## src/rtl/multicycle_controller.sv

```systemverilog
// Sequencing controller for the multi-cycle MIPS datapath.
// Walks each instruction through fetch, decode, execute, memory and write-back
// steps, drives every datapath select/enable from the current state, owns the
// shared-memory request handshake and stops the core on illegal instructions or
// on a memory that never answers.
module multicycle_controller #(
    parameter int MEM_WAIT_MAX = 15,
    parameter bit HALT_ON_ILL  = 1'b1
) (
    input  logic       clk,
    input  logic       reset,
    input  logic [5:0] opcode,
    input  logic [5:0] funct,
    input  logic       zero,
    input  logic       mem_ready,
    output logic       mem_req,
    output logic       mem_we,
    output logic       iord,
    output logic       ir_write,
    output logic       pc_write,
    output logic [1:0] pc_src,
    output logic       reg_write,
    output logic [1:0] reg_dst,
    output logic [1:0] mem_to_reg,
    output logic       alu_src_a,
    output logic [1:0] alu_src_b,
    output logic [3:0] alu_ctl,
    output logic       instr_done,
    output logic       halted,
    output logic [1:0] err,
    output logic [3:0] state
);

    // Instruction encodings
    localparam logic [5:0] OP_RTYPE = 6'h00;
    localparam logic [5:0] OP_J     = 6'h02;
    localparam logic [5:0] OP_JAL   = 6'h03;
    localparam logic [5:0] OP_BEQ   = 6'h04;
    localparam logic [5:0] OP_BNE   = 6'h05;
    localparam logic [5:0] OP_ADDI  = 6'h08;
    localparam logic [5:0] OP_LW    = 6'h23;
    localparam logic [5:0] OP_SW    = 6'h2B;
    localparam logic [5:0] FN_JR    = 6'h08;

    // ALU control codes
    localparam logic [3:0] ALU_AND = 4'd0;
    localparam logic [3:0] ALU_OR  = 4'd1;
    localparam logic [3:0] ALU_ADD = 4'd2;
    localparam logic [3:0] ALU_SUB = 4'd6;
    localparam logic [3:0] ALU_SLT = 4'd7;

    // Legal R-type functs and the ALU code each one selects, entry by entry
    localparam int         N_RFN     = 5;
    localparam logic [29:0] R_FUNCTS = {6'h2A, 6'h25, 6'h24, 6'h22, 6'h20};
    localparam logic [19:0] R_CODES  = {ALU_SLT, ALU_OR, ALU_AND, ALU_SUB, ALU_ADD};

    // Error codes
    localparam logic [1:0] ERR_NONE    = 2'd0;
    localparam logic [1:0] ERR_ILLEGAL = 2'd1;
    localparam logic [1:0] ERR_TIMEOUT = 2'd2;

    // Stall counter sized to hold the timeout limit
    localparam int                WAIT_W    = (MEM_WAIT_MAX < 2) ? 1 : $clog2(MEM_WAIT_MAX + 1);
    localparam logic [WAIT_W-1:0] WAIT_LAST = WAIT_W'(MEM_WAIT_MAX - 1);

    typedef enum logic [3:0] {
        S_FETCH    = 4'd0,
        S_DECODE   = 4'd1,
        S_EXEC_R   = 4'd2,
        S_EXEC_I   = 4'd3,
        S_WB_ALU   = 4'd4,
        S_MEM_ADDR = 4'd5,
        S_MEM_RD   = 4'd6,
        S_MEM_WR   = 4'd7,
        S_WB_MEM   = 4'd8,
        S_BRANCH   = 4'd9,
        S_JUMP     = 4'd10,
        S_HALT     = 4'd11
    } state_t;

    state_t            state_reg, state_next;
    logic [WAIT_W-1:0] wait_cnt_reg, wait_cnt_next;
    logic [1:0]        err_reg, err_next;

    // ------------------------------------------------------------------
    // Instruction decode (IR is stable from DECODE until the next fetch)
    // ------------------------------------------------------------------
    logic [N_RFN-1:0]   r_hit;
    logic [4*N_RFN-1:0] r_alu_terms;
    logic [3:0]         r_alu_ctl;
    logic               is_rtype, r_legal, is_jr, is_lw, is_sw, is_addi;
    logic               is_branch, is_jimm, is_jal, decode_illegal;

    genvar gi;
    generate
        for (gi = 0; gi < N_RFN; gi++) begin : g_rfunct
            assign r_hit[gi]               = (funct == R_FUNCTS[gi*6 +: 6]);
            assign r_alu_terms[gi*4 +: 4] = r_hit[gi] ? R_CODES[gi*4 +: 4] : 4'd0;
        end
    endgenerate

    // Merge the per-funct ALU codes; at most one entry can be hit
    always_comb begin
        r_alu_ctl = 4'd0;
        for (int i = 0; i < N_RFN; i++) begin
            r_alu_ctl = r_alu_ctl | r_alu_terms[i*4 +: 4];
        end
    end

    assign is_rtype       = (opcode == OP_RTYPE);
    assign r_legal        = is_rtype && (|r_hit);
    assign is_jr          = is_rtype && (funct == FN_JR);
    assign is_lw          = (opcode == OP_LW);
    assign is_sw          = (opcode == OP_SW);
    assign is_addi        = (opcode == OP_ADDI);
    assign is_branch      = (opcode == OP_BEQ) || (opcode == OP_BNE);
    assign is_jal         = (opcode == OP_JAL);
    assign is_jimm        = (opcode == OP_J) || is_jal;
    assign decode_illegal = !(r_legal || is_jr || is_lw || is_sw || is_addi ||
                              is_branch || is_jimm);

    // ------------------------------------------------------------------
    // Memory handshake bookkeeping
    // ------------------------------------------------------------------
    logic mem_phase, mem_stall, mem_timeout;

    assign mem_phase   = (state_reg == S_FETCH) || (state_reg == S_MEM_RD) ||
                         (state_reg == S_MEM_WR);
    assign mem_stall   = mem_phase && !mem_ready;
    // The stall that would bring the count to the limit is the last one tolerated;
    // a mem_ready arriving in that same cycle clears mem_stall and wins.
    assign mem_timeout = mem_stall && (wait_cnt_reg == WAIT_LAST);

    // State, stall counter and sticky error register
    always_ff @(posedge clk) begin
        if (reset) begin
            state_reg    <= S_FETCH;
            wait_cnt_reg <= '0;
            err_reg      <= ERR_NONE;
        end else begin
            state_reg    <= state_next;
            wait_cnt_reg <= wait_cnt_next;
            err_reg      <= err_next;
        end
    end

    // Next-state selection, stall counting and error capture
    always_comb begin
        state_next    = state_reg;
        err_next      = err_reg;
        wait_cnt_next = '0;
        if (mem_stall) begin
            wait_cnt_next = wait_cnt_reg + 1'b1;
        end

        case (state_reg)
            S_FETCH: begin
                if (mem_ready) begin
                    state_next = S_DECODE;
                end
            end
            S_DECODE: begin
                if (r_legal) begin
                    state_next = S_EXEC_R;
                end else if (is_jr) begin
                    state_next = S_JUMP;
                end else if (is_lw || is_sw) begin
                    state_next = S_MEM_ADDR;
                end else if (is_addi) begin
                    state_next = S_EXEC_I;
                end else if (is_branch) begin
                    state_next = S_BRANCH;
                end else if (is_jimm) begin
                    state_next = S_JUMP;
                end else if (HALT_ON_ILL) begin
                    state_next = S_HALT;
                    err_next   = ERR_ILLEGAL;
                end else begin
                    state_next = S_FETCH;
                end
            end
            S_EXEC_R:   state_next = S_WB_ALU;
            S_EXEC_I:   state_next = S_WB_ALU;
            S_WB_ALU:   state_next = S_FETCH;
            S_MEM_ADDR: state_next = is_lw ? S_MEM_RD : S_MEM_WR;
            S_MEM_RD: begin
                if (mem_ready) begin
                    state_next = S_WB_MEM;
                end
            end
            S_MEM_WR: begin
                if (mem_ready) begin
                    state_next = S_FETCH;
                end
            end
            S_WB_MEM:   state_next = S_FETCH;
            S_BRANCH:   state_next = S_FETCH;
            S_JUMP:     state_next = S_FETCH;
            S_HALT:     state_next = S_HALT;
            default:    state_next = S_FETCH;
        endcase

        if (mem_timeout) begin
            state_next    = S_HALT;
            err_next      = ERR_TIMEOUT;
            wait_cnt_next = '0;
        end
    end

    // Datapath controls decoded from the current state; everything is forced low in reset
    always_comb begin
        mem_req    = 1'b0;
        mem_we     = 1'b0;
        iord       = 1'b0;
        ir_write   = 1'b0;
        pc_write   = 1'b0;
        pc_src     = 2'd0;
        reg_write  = 1'b0;
        reg_dst    = 2'd0;
        mem_to_reg = 2'd0;
        alu_src_a  = 1'b0;
        alu_src_b  = 2'd0;
        alu_ctl    = ALU_AND;
        instr_done = 1'b0;
        halted     = 1'b0;
        err        = err_reg;
        state      = state_reg;

        case (state_reg)
            S_FETCH: begin
                // PC+4 computed alongside the instruction read; both latch on ready,
                // so a stalled (or timing-out) fetch writes nothing.
                mem_req   = 1'b1;
                alu_src_b = 2'd1;
                alu_ctl   = ALU_ADD;
                if (mem_ready) begin
                    ir_write = 1'b1;
                    pc_write = 1'b1;
                end
            end
            S_DECODE: begin
                // Branch target precomputed into ALUOut
                alu_src_b = 2'd3;
                alu_ctl   = ALU_ADD;
                if (decode_illegal && !HALT_ON_ILL) begin
                    instr_done = 1'b1;
                end
            end
            S_EXEC_R: begin
                alu_src_a = 1'b1;
                alu_ctl   = r_alu_ctl;
            end
            S_EXEC_I, S_MEM_ADDR: begin
                alu_src_a = 1'b1;
                alu_src_b = 2'd2;
                alu_ctl   = ALU_ADD;
            end
            S_WB_ALU: begin
                reg_write  = 1'b1;
                reg_dst    = is_rtype ? 2'd1 : 2'd0;
                instr_done = 1'b1;
            end
            S_MEM_RD: begin
                mem_req = 1'b1;
                iord    = 1'b1;
            end
            S_MEM_WR: begin
                mem_req    = 1'b1;
                iord       = 1'b1;
                mem_we     = 1'b1;
                instr_done = mem_ready;
            end
            S_WB_MEM: begin
                reg_write  = 1'b1;
                mem_to_reg = 2'd1;
                instr_done = 1'b1;
            end
            S_BRANCH: begin
                alu_src_a  = 1'b1;
                alu_ctl    = ALU_SUB;
                pc_src     = 2'd1;
                pc_write   = (opcode == OP_BNE) ? ~zero : zero;
                instr_done = 1'b1;
            end
            S_JUMP: begin
                pc_write   = 1'b1;
                pc_src     = is_jr ? 2'd3 : 2'd2;
                instr_done = 1'b1;
                // jal links the already-incremented PC into r31
                if (is_jal) begin
                    reg_write  = 1'b1;
                    reg_dst    = 2'd2;
                    mem_to_reg = 2'd2;
                end
            end
            S_HALT: begin
                halted = 1'b1;
            end
            default: begin
            end
        endcase

        if (reset) begin
            mem_req    = 1'b0;
            mem_we     = 1'b0;
            iord       = 1'b0;
            ir_write   = 1'b0;
            pc_write   = 1'b0;
            pc_src     = 2'd0;
            reg_write  = 1'b0;
            reg_dst    = 2'd0;
            mem_to_reg = 2'd0;
            alu_src_a  = 1'b0;
            alu_src_b  = 2'd0;
            alu_ctl    = 4'd0;
            instr_done = 1'b0;
            halted     = 1'b0;
            err        = 2'd0;
            state      = 4'd0;
        end
    end

endmodule

```

## config.mk

```make
export PLATFORM = sky130hd
export DESIGN_NAME = multicycle_controller
export DESIGN_NICKNAME = d
export VERILOG_FILES = /design/src/rtl/multicycle_controller.sv
export SDC_FILE = /design/constraint.sdc
export NUM_CORES = 1
export LEC_CHECK = 0
export ABC_CLOCK_PERIOD_IN_PS = 2300
export BUFFER_PORTS_ARGS = -buffer_cell sky130_fd_sc_hd__buf_2
export CORE_ASPECT_RATIO = 0.8
export CORE_MARGIN = 2
export CORE_UTILIZATION = 25
export CTS_CLUSTER_DIAMETER = 100
export DETAILED_ROUTE_END_ITERATION = 10
export PLACE_DENSITY = 0.59
export SLEW_MARGIN = 15
export SYNTH_ARGS = -nofsm -noshare
export SYNTH_HDL_FRONTEND = slang
export SYNTH_SLANG_ARGS = --single-unit
```

## constraint.sdc

```tcl
create_clock -name clk -period 2.3 [get_ports clk]
set_input_delay 0.575 -clock clk [delete_from_list [all_inputs] [get_ports clk]]
set_output_delay 0.575 -clock clk [all_outputs]
set_load 0.01 [all_outputs]
```

* Word-level counts from Yosys, hierarchy flattened
Index checks and enable logic that the tools add are counted.
** Operators by class
- $add $sub $neg :: 1
- Equality and inequality tests :: 37
- Mux-type cells :: 60
- Bitwise operators :: 11
- Reduce and logical (&&, ||, !) cells :: 28
** Operator list (count)
- equality test 6 bit (second input constant) :: 7
- 2-to-1 mux 4 bit :: 10
- 2-to-1 mux 2 bit :: 16
- one-hot mux 4 bit (7 select lines) :: 1
- 2-to-1 mux 1 bit :: 23
- equality test 4 bit (second input constant) :: 5
- equality test 4 x 3 -> 1 bit (second input constant) :: 4
- AND reduction 7 bit :: 2
- equality test 6 x 2 -> 1 bit (second input constant) :: 2
- equality test 6 x 3 -> 1 bit (second input constant) :: 2
- equality test 6 x 4 -> 1 bit (second input constant) :: 2
- one-hot mux 2 bit (2 select lines) :: 3
- OR reduction 4 bit :: 3
- inequality test 2 x 1 -> 1 bit (second input constant) :: 5
- OR reduction 2 bit :: 5
- inequality test 3 bit (second input constant) :: 3
- one-hot mux 3 bit (3 select lines) :: 1
- equality test 4 x 2 -> 1 bit (second input constant) :: 2
- inequality test 2 bit (second input constant) :: 4
- NOT 1 bit :: 8
- logical NOT 6 bit :: 1
- 2-to-1 mux 3 bit :: 2
- one-hot mux 2 bit (3 select lines) :: 1
- AND reduction 3 bit :: 2
- 14 further kinds :: 23
** Storage, ports and cells
- Register bits after elaboration :: 10
- Input port bits :: 16
- Output and inout port bits :: 27
- Logic and storage cells :: 142

* Logic depth before layout (Yosys ltp)
Gate-level depths: netlist (run 1).
- Depth in word-level cells :: 10
- Depth in mapped cells :: 7
- Depth with buffers taken out :: 7

* Worst setup path after synthesis (run 1)
Ideal clock, no wire load.
- Path type :: in2out
- From :: input port opcode[3]
- To :: output port pc_src[0]
- Arrival :: 1.862 ns
- Slack :: -0.137 ns
- Stages on the path :: 5
- Path through :: nor3_4 -> nor4b_4 -> nand2b_1 -> or4_1 -> a21oi_1
** On the way
- Longest elaborated chain between the ends :: 5
** Ends and longest elaborated chain
- from (decl) :: line 12 : input logic [5:0] opcode,
- logical NOT 6 bit :: line 110 : assign is_rtype = (opcode == OP_RTYPE);
- logical AND 1 bit :: line 112 : assign is_jr = is_rtype && (funct == FN_JR);
- 2-to-1 mux 1 bit :: line 287 : pc_src = is_jr ? 2'd3 : 2'd2;
- one-hot mux 2 bit (2 select lines) :: line 229 : case (state_reg)
- 2-to-1 mux 2 bit :: line 303 : if (reset) begin
- to (decl) :: line 21 : output logic [1:0] pc_src,
Every way passes these cells.

* Worst setup path in the final report (run 1)
- From :: input port opcode[5]
- To :: output port pc_src[0]
Same word-level chain as after synthesis.

==> impl_results.md, run 1 <==
- Outcome: finished, violations left
- Failing checks: setup timing
- Core Util, Final: 38.2%
- Crit end category: output pin
- Leak: 0.731 nW
- Cells after synthesis: between 150 and 200
- Post-synthesis sequential area ratio: 18.0%
- Setup violations, final: 2
- Final Instance Count excl. Fillers: about 280
- Max incr delay on CP: 0.42 ns
- Synth cell types: 45
- Period utilization: 108%
- Share of cells above drive strength 1: a little under two fifths
- Post-synth ARST share: 0%
- Post-Layout Inst Area: 0.00162 sq mm
- Slew Limit Fails: 0
- Number of synthesized flops with an enable pin: 0
- Die Area: 0.00500 sq mm
- Initial cell density of the core: 26.3%
- Top FF cell, synth: dfxtp_1
- Initial antenna violation count: 0
- DRC Markers: 0
- Vias: 1,386
- Critical path startpoint category: input port
- Met3 routed WL: 317 microns
- Root Buffer: clkbuf_8
- First-pass GRT wire length: roughly 5900 microns
- Total CTS buffers: 3
- Mean Syn Cell Area: around 6.7 sq um
- Post-synth top area share: about 18%
- R2r setup slk: 0.39 ns
- Synthesized cell area: 0.00111 sq mm
- Dpl hpwl: around 2700 microns
- Commonest cells in the netlist: nor2_1, a21oi_1, nand2_1, dfxtp_1, nor3_1
- # rows: 21
- Pin count of the biggest net entering global routing: 17
- Synth top area cells: dfxtp_1, nor2_1, a21oi_1, nor2b_1, nand2_1
- Area grow syn2layout: 45.4%
- Max frequency: 0.403 GHz
- Hold WC Path Type: reg -> reg
- Maxcap violations: 0
- DRT Wirelength: ~3400 microns
- Layout Skew: 0.00180 ns
- Hold EP: wait_cnt_reg[0]
- I/O Pins: 43
- I/O Buffers: 41
- CTS tree: done
- Worst Path Required: 1.73 ns
- Hold Crit Start: wait_cnt_reg[0]
- Crit-path max FO: 2
- Peak supply drop: about 330 uV
- Reg2reg path depth: 6
- Critical-path top delay cell: or4_4
- Syn. warnings: 0
- Vias per cell: slightly below 5
- Worst hold path stage count: 1
- Crit Path Category: in -> out
- Final nets: 245
- Vias in the first global route: 1,248
- Net Count, Synth: 184
- Pwr per Cell Area: approximately 680 mW/mm^2
- Routed WL per cell: ~12 microns
- Placed cells: 277
- Iter 0 DRT Violations: 142
- CP arrival: 1.90 ns
- Met2 wire len: roughly 1400 microns
- Final ANT Viol Nets: 0
- Uppermost layer routed: met4
- M1 wire length: 1710 microns
- Register clock-pin slew on the reported worst setup and hold paths: 0.04 ns
- Most common cell in the synthesized netlist: nor2_1
- Die H: 63.7 microns
- Setup tns final: -0.331 ns
- GRT overflow: 0
- CTS Sinks: 10
- Worst skew pair latency: 0.23 ns
- Die W: approximately 80 microns
- Dpl ws: -0.384 ns
- Max clock buf depth: 2
- ANT cells: 0
- DR pass1 iterations: 4
- Pwr Total: 1.11 mW
- RSZ-0062 raised after global routing: yes
- Reg2Reg Launch Point: state_reg[2]
- Tmin final: 2.48 ns
- Final RePlAce weighted congestion: 0.831
- Critical path, cell by cell: buf_8 -> nor3_4 -> nor4b_4 -> nand2b_1 -> or4_4 -> a21oi_2 -> buf_2
- Worst setup margin: -0.179 ns
- H-tree Lvls: 1
- Core area: 0.00423 sq mm
- Total GRT Usage: between 10% and 20%
- Fin Hold WS: 0.458 ns
- #FFs+latches synth: 10
- Worst r2r dst: state_reg[1]
- Synth area leader: dfxtp_1
- Dpl cell area: 0.00150 sq mm
- Final hold violations: 0
## cell families after synthesis
kind of cell	Yosys count	synth area share, %
AND/OR/NAND/NOR	95	46.6
AO/OA/AOI/OAI	40	23.3
buffers and inverters	15	7.20
flip-flops	10	18.0
XOR/XNOR	3	2.36
adder cells (fa/ha/maj)	2	2.25
other	1	0.337
## routing by layer
metal	vias to the layer above	GRT usage (%)
li1	708	-
met1	625	21.8
met2	50	20.9
met3	3	3.30
met4	0	1.32
met5	-	0
## layout make-up
class	count	area, sq um
fill	463	2610
multi-input combinational	141	873
timing repair buffer	64	402
sequential	10	204
tap	57	71.3
clock buffer	3	41.3
inverter	7	26.3
## layout by cell type, fill, tap and decap left out, types with 3 or more instances in the layout
cell type	instances
dfxtp_1	7
inv_1	7
o21ai_0	6
and3_1	3
clkbuf_8	3
nand3_1	6
nor3_1	9
nor2_1	28
a21oi_1	13
dfxtp_2	3
nor2b_1	9
nand2b_1	6
a31oi_1	4
nand2_1	13
buf_6	3
buf_4	21
buf_2	39
## report_power, final
group / internal (mW) / switching [mW] / total, mW
sequential: 0.213 / 0.0525 / 0.265
combinational: 0.287 / 0.380 / 0.667
clock: 0.114 / 0.0594 / 0.173
total: 0.613 / 0.492 / 1.11
## how the worst max path moves through the flow
stage | slack, ns | to | from | cells past startpoint
after detailed placement | -0.38 | pc_src[0] | opcode[3] | 7
after CTS | -0.21 | pc_src[0] | opcode[4] | 7
after floorplan | -0.1 | pc_src[0] | opcode[3] | 5
after global routing | -0.29 | pc_src[0] | opcode[5] | 7
after global placement | -0.32 | pc_src[0] | opcode[3] | 7
final | -0.18 | pc_src[0] | opcode[5] | 7
## timing repair
action,4_1_cts,5_1_grt
hold buffers,0,0
setup buffers,2,1
gates resized for setup,7,12
endpoints found under the hold margin,0,0
setup endpoints to repair,2,11
pin swaps,4,6
## critical path: cells and delay by family
kind / cells / cell delay [ns]
AOI/OAI and AO/OA: 1 / 0.13
buffers and inverters: 2 / 0.24
and+or+nand+nor: 4 / 0.96
No activity file was read; power rests on OpenSTA's default activity.
==> inputs of run 2 (changes only) <==
--- a/config.mk
+++ b/config.mk
@@ -5,14 +5,15 @@
 export SDC_FILE = /design/constraint.sdc
 export NUM_CORES = 1
 export LEC_CHECK = 0
-export ABC_CLOCK_PERIOD_IN_PS = 2300
+export ABC_CLOCK_PERIOD_IN_PS = 2500
 export BUFFER_PORTS_ARGS = -buffer_cell sky130_fd_sc_hd__buf_2
 export CORE_ASPECT_RATIO = 0.8
 export CORE_MARGIN = 2
 export CORE_UTILIZATION = 25
 export CTS_CLUSTER_DIAMETER = 100
 export DETAILED_ROUTE_END_ITERATION = 10
-export PLACE_DENSITY = 0.59
+export PLACE_DENSITY_LB_ADDON = 0.25
+export RECOVER_POWER = 25
 export SLEW_MARGIN = 15
 export SYNTH_ARGS = -nofsm -noshare
 export SYNTH_HDL_FRONTEND = slang
==> constraint.sdc (replaced) <==
create_clock -name clk -period 2.5 [get_ports clk]
set_input_delay 0.625 -clock clk [delete_from_list [all_inputs] [get_ports clk]]
set_output_delay 0.625 -clock clk [all_outputs]
set_load 0.01 [all_outputs]
==> impl_results.md, run 2 (synthesis gave the netlist of run 1 again) <==
- Maxcap violations: 0
- CTS Sinks: 10
- DRT Wirelength: 3550 microns
- Final hold violations: 0
- Vias: between 1,000 and 1,500
- Period utilization: 104%
- Dpl cell area: 0.00147 sq mm
- Placed cells: 274
- GRT overflow: 0
- CP arrival: ~2.0 ns
- Sequential cell area: 200 sq um
- Worst setup margin: -0.0883 ns
- Reg2Reg Launch Point: state_reg[2]
- Final Instance Count excl. Fillers: ~290
- DR pass1 iterations: 4
- Share of cells above drive strength 1: 33.3%
- Critical-path top delay cell: or4_4
- Crit Path Category: in -> out
- Critical path startpoint category: input port
- DRC Markers: 0
- Critical path, cell by cell: buf_8 -> nor3_4 -> nor4b_4 -> nand2b_1 -> or4_4 -> a21oi_2 -> buf_2
- Failing checks: setup timing
- Multi-input gate area: about 850 sq um
- Crit end category: output pin
- Pin count of the biggest net entering global routing: 17
- Most frequent cells in the layout: buf_2, nor2_1, buf_4
- Hold WC Path Type: reg -> reg
- Worst Path Required: 1.88 ns
- Register clock-pin slew on the reported worst setup and hold paths: 0.05 ns
- Vias per cell: 4.87
- # rows: 21
- Vias in the first global route: roughly 1,200
- Die H: 63.7 microns
- Core area: 0.00423 sq mm
- Initial cell density of the core: 26.3%
- Max frequency: between 0.3 and 0.4 GHz
- Tmin final: 2.59 ns
- Final nets: between 200 and 250
- First-pass GRT wire length: about 5600 microns
- Fin Hold WS: between 0.4 and 0.5 ns
- CP endpoint: pc_src[0]
- Core Util, Final: 38.0%
- Die Area: 0.00500 sq mm
- Reg2reg path depth: 5
- Die W: 78.6 microns
- Most common cell after layout, fill and taps aside: buf_2
- ANT cells: 0
- Worst r2r dst: err_reg[1]
- Total GRT Usage: 13.6%
- R2r setup slk: 0.52 ns
- CP Launch Point: opcode[5]
- Max clock buf depth: 2
- Slew Limit Fails: 0
- Pwr Total: 1.04 mW
- Crit-path max FO: 2
- Initial antenna violation count: 0
- Max incr delay on CP: 0.42 ns
- Layout Skew: 0.00823 ns
- I/O Pins: 43
- Pwr per Cell Area: 646 mW/mm^2
- Final ANT Viol Nets: 0
- RSZ-0062 raised after global routing: yes
- Outcome: finished, violations left
- Root Buffer: clkbuf_8
- Dpl hpwl: 2690 microns
- Peak supply drop: 396 uV
- Post-Layout Inst Area: 0.00161 sq mm
- CTS tree: done
- Routed WL per cell: 12.5 microns
- H-tree Lvls: 1
- Worst skew pair latency: roughly 0.24 ns
- Final RePlAce weighted congestion: 0.808
- Area grow syn2layout: 44.5%
- Setup tns final: -0.143 ns
- Cts hold-fix bufs: 0
- Fillers: around 480
- I/O Buffers: between 40 and 50
- Leak: 0.729 nW
- Total CTS buffers: 3
- Dpl ws: -0.229 ns
- Setup violations, final: 2
- Iter 0 DRT Violations: 89
## run 2: area by class of cell
cell class,instances,area share [%]
Multi-Input combinational cell,141,52.8
Timing Repair Buffer,66,25.2
Sequential cell,10,12.5
Tap cell,57,4.44
Clock buffer,4,3.42
Inverter,7,1.63
## run 2: repair_timing
action	in CTS	in global routing
setup endpoints to repair	2	2
resized for setup	5	4
pin swaps	3	6
buffers inserted	3	5
## run 2: how the worst min path moves through the flow
stage	cells after the start	to	slack (ns)	start
6_report	1	wait_cnt_reg[0]	0.46	wait_cnt_reg[0]
3_3_place_gp	1	wait_cnt_reg[0]	0.45	wait_cnt_reg[0]
4_1_cts	1	wait_cnt_reg[0]	0.47	wait_cnt_reg[0]
3_5_place_dp	1	wait_cnt_reg[0]	0.45	wait_cnt_reg[0]
5_1_grt	1	wait_cnt_reg[0]	0.49	wait_cnt_reg[0]
2_1_floorplan	1	wait_cnt_reg[0]	0.43	wait_cnt_reg[0]
## run 2: critical path, delay by kind of cell
family / cells / cell delay, ns
buf+inv: 2 / 0.24
compound gates: 1 / 0.12
simple gates: 4 / 0.97
## run 2: routing by layer
metal	vias to the layer above	GRT usage, %	share of wire (%)
met3	0	2.29	6.3
met1	618	22.4	54
li1	714	-	-
met5	-	0	0
met2	55	18.7	39
met4	0	0.877	0
## run 2: power breakdown
part           leakage, nW  total [mW]  internal [mW]  switching, mW
registers           0.0815       0.235          0.191         0.0439
logic                0.619       0.598          0.249          0.349
clock network       0.0288       0.206          0.139         0.0671
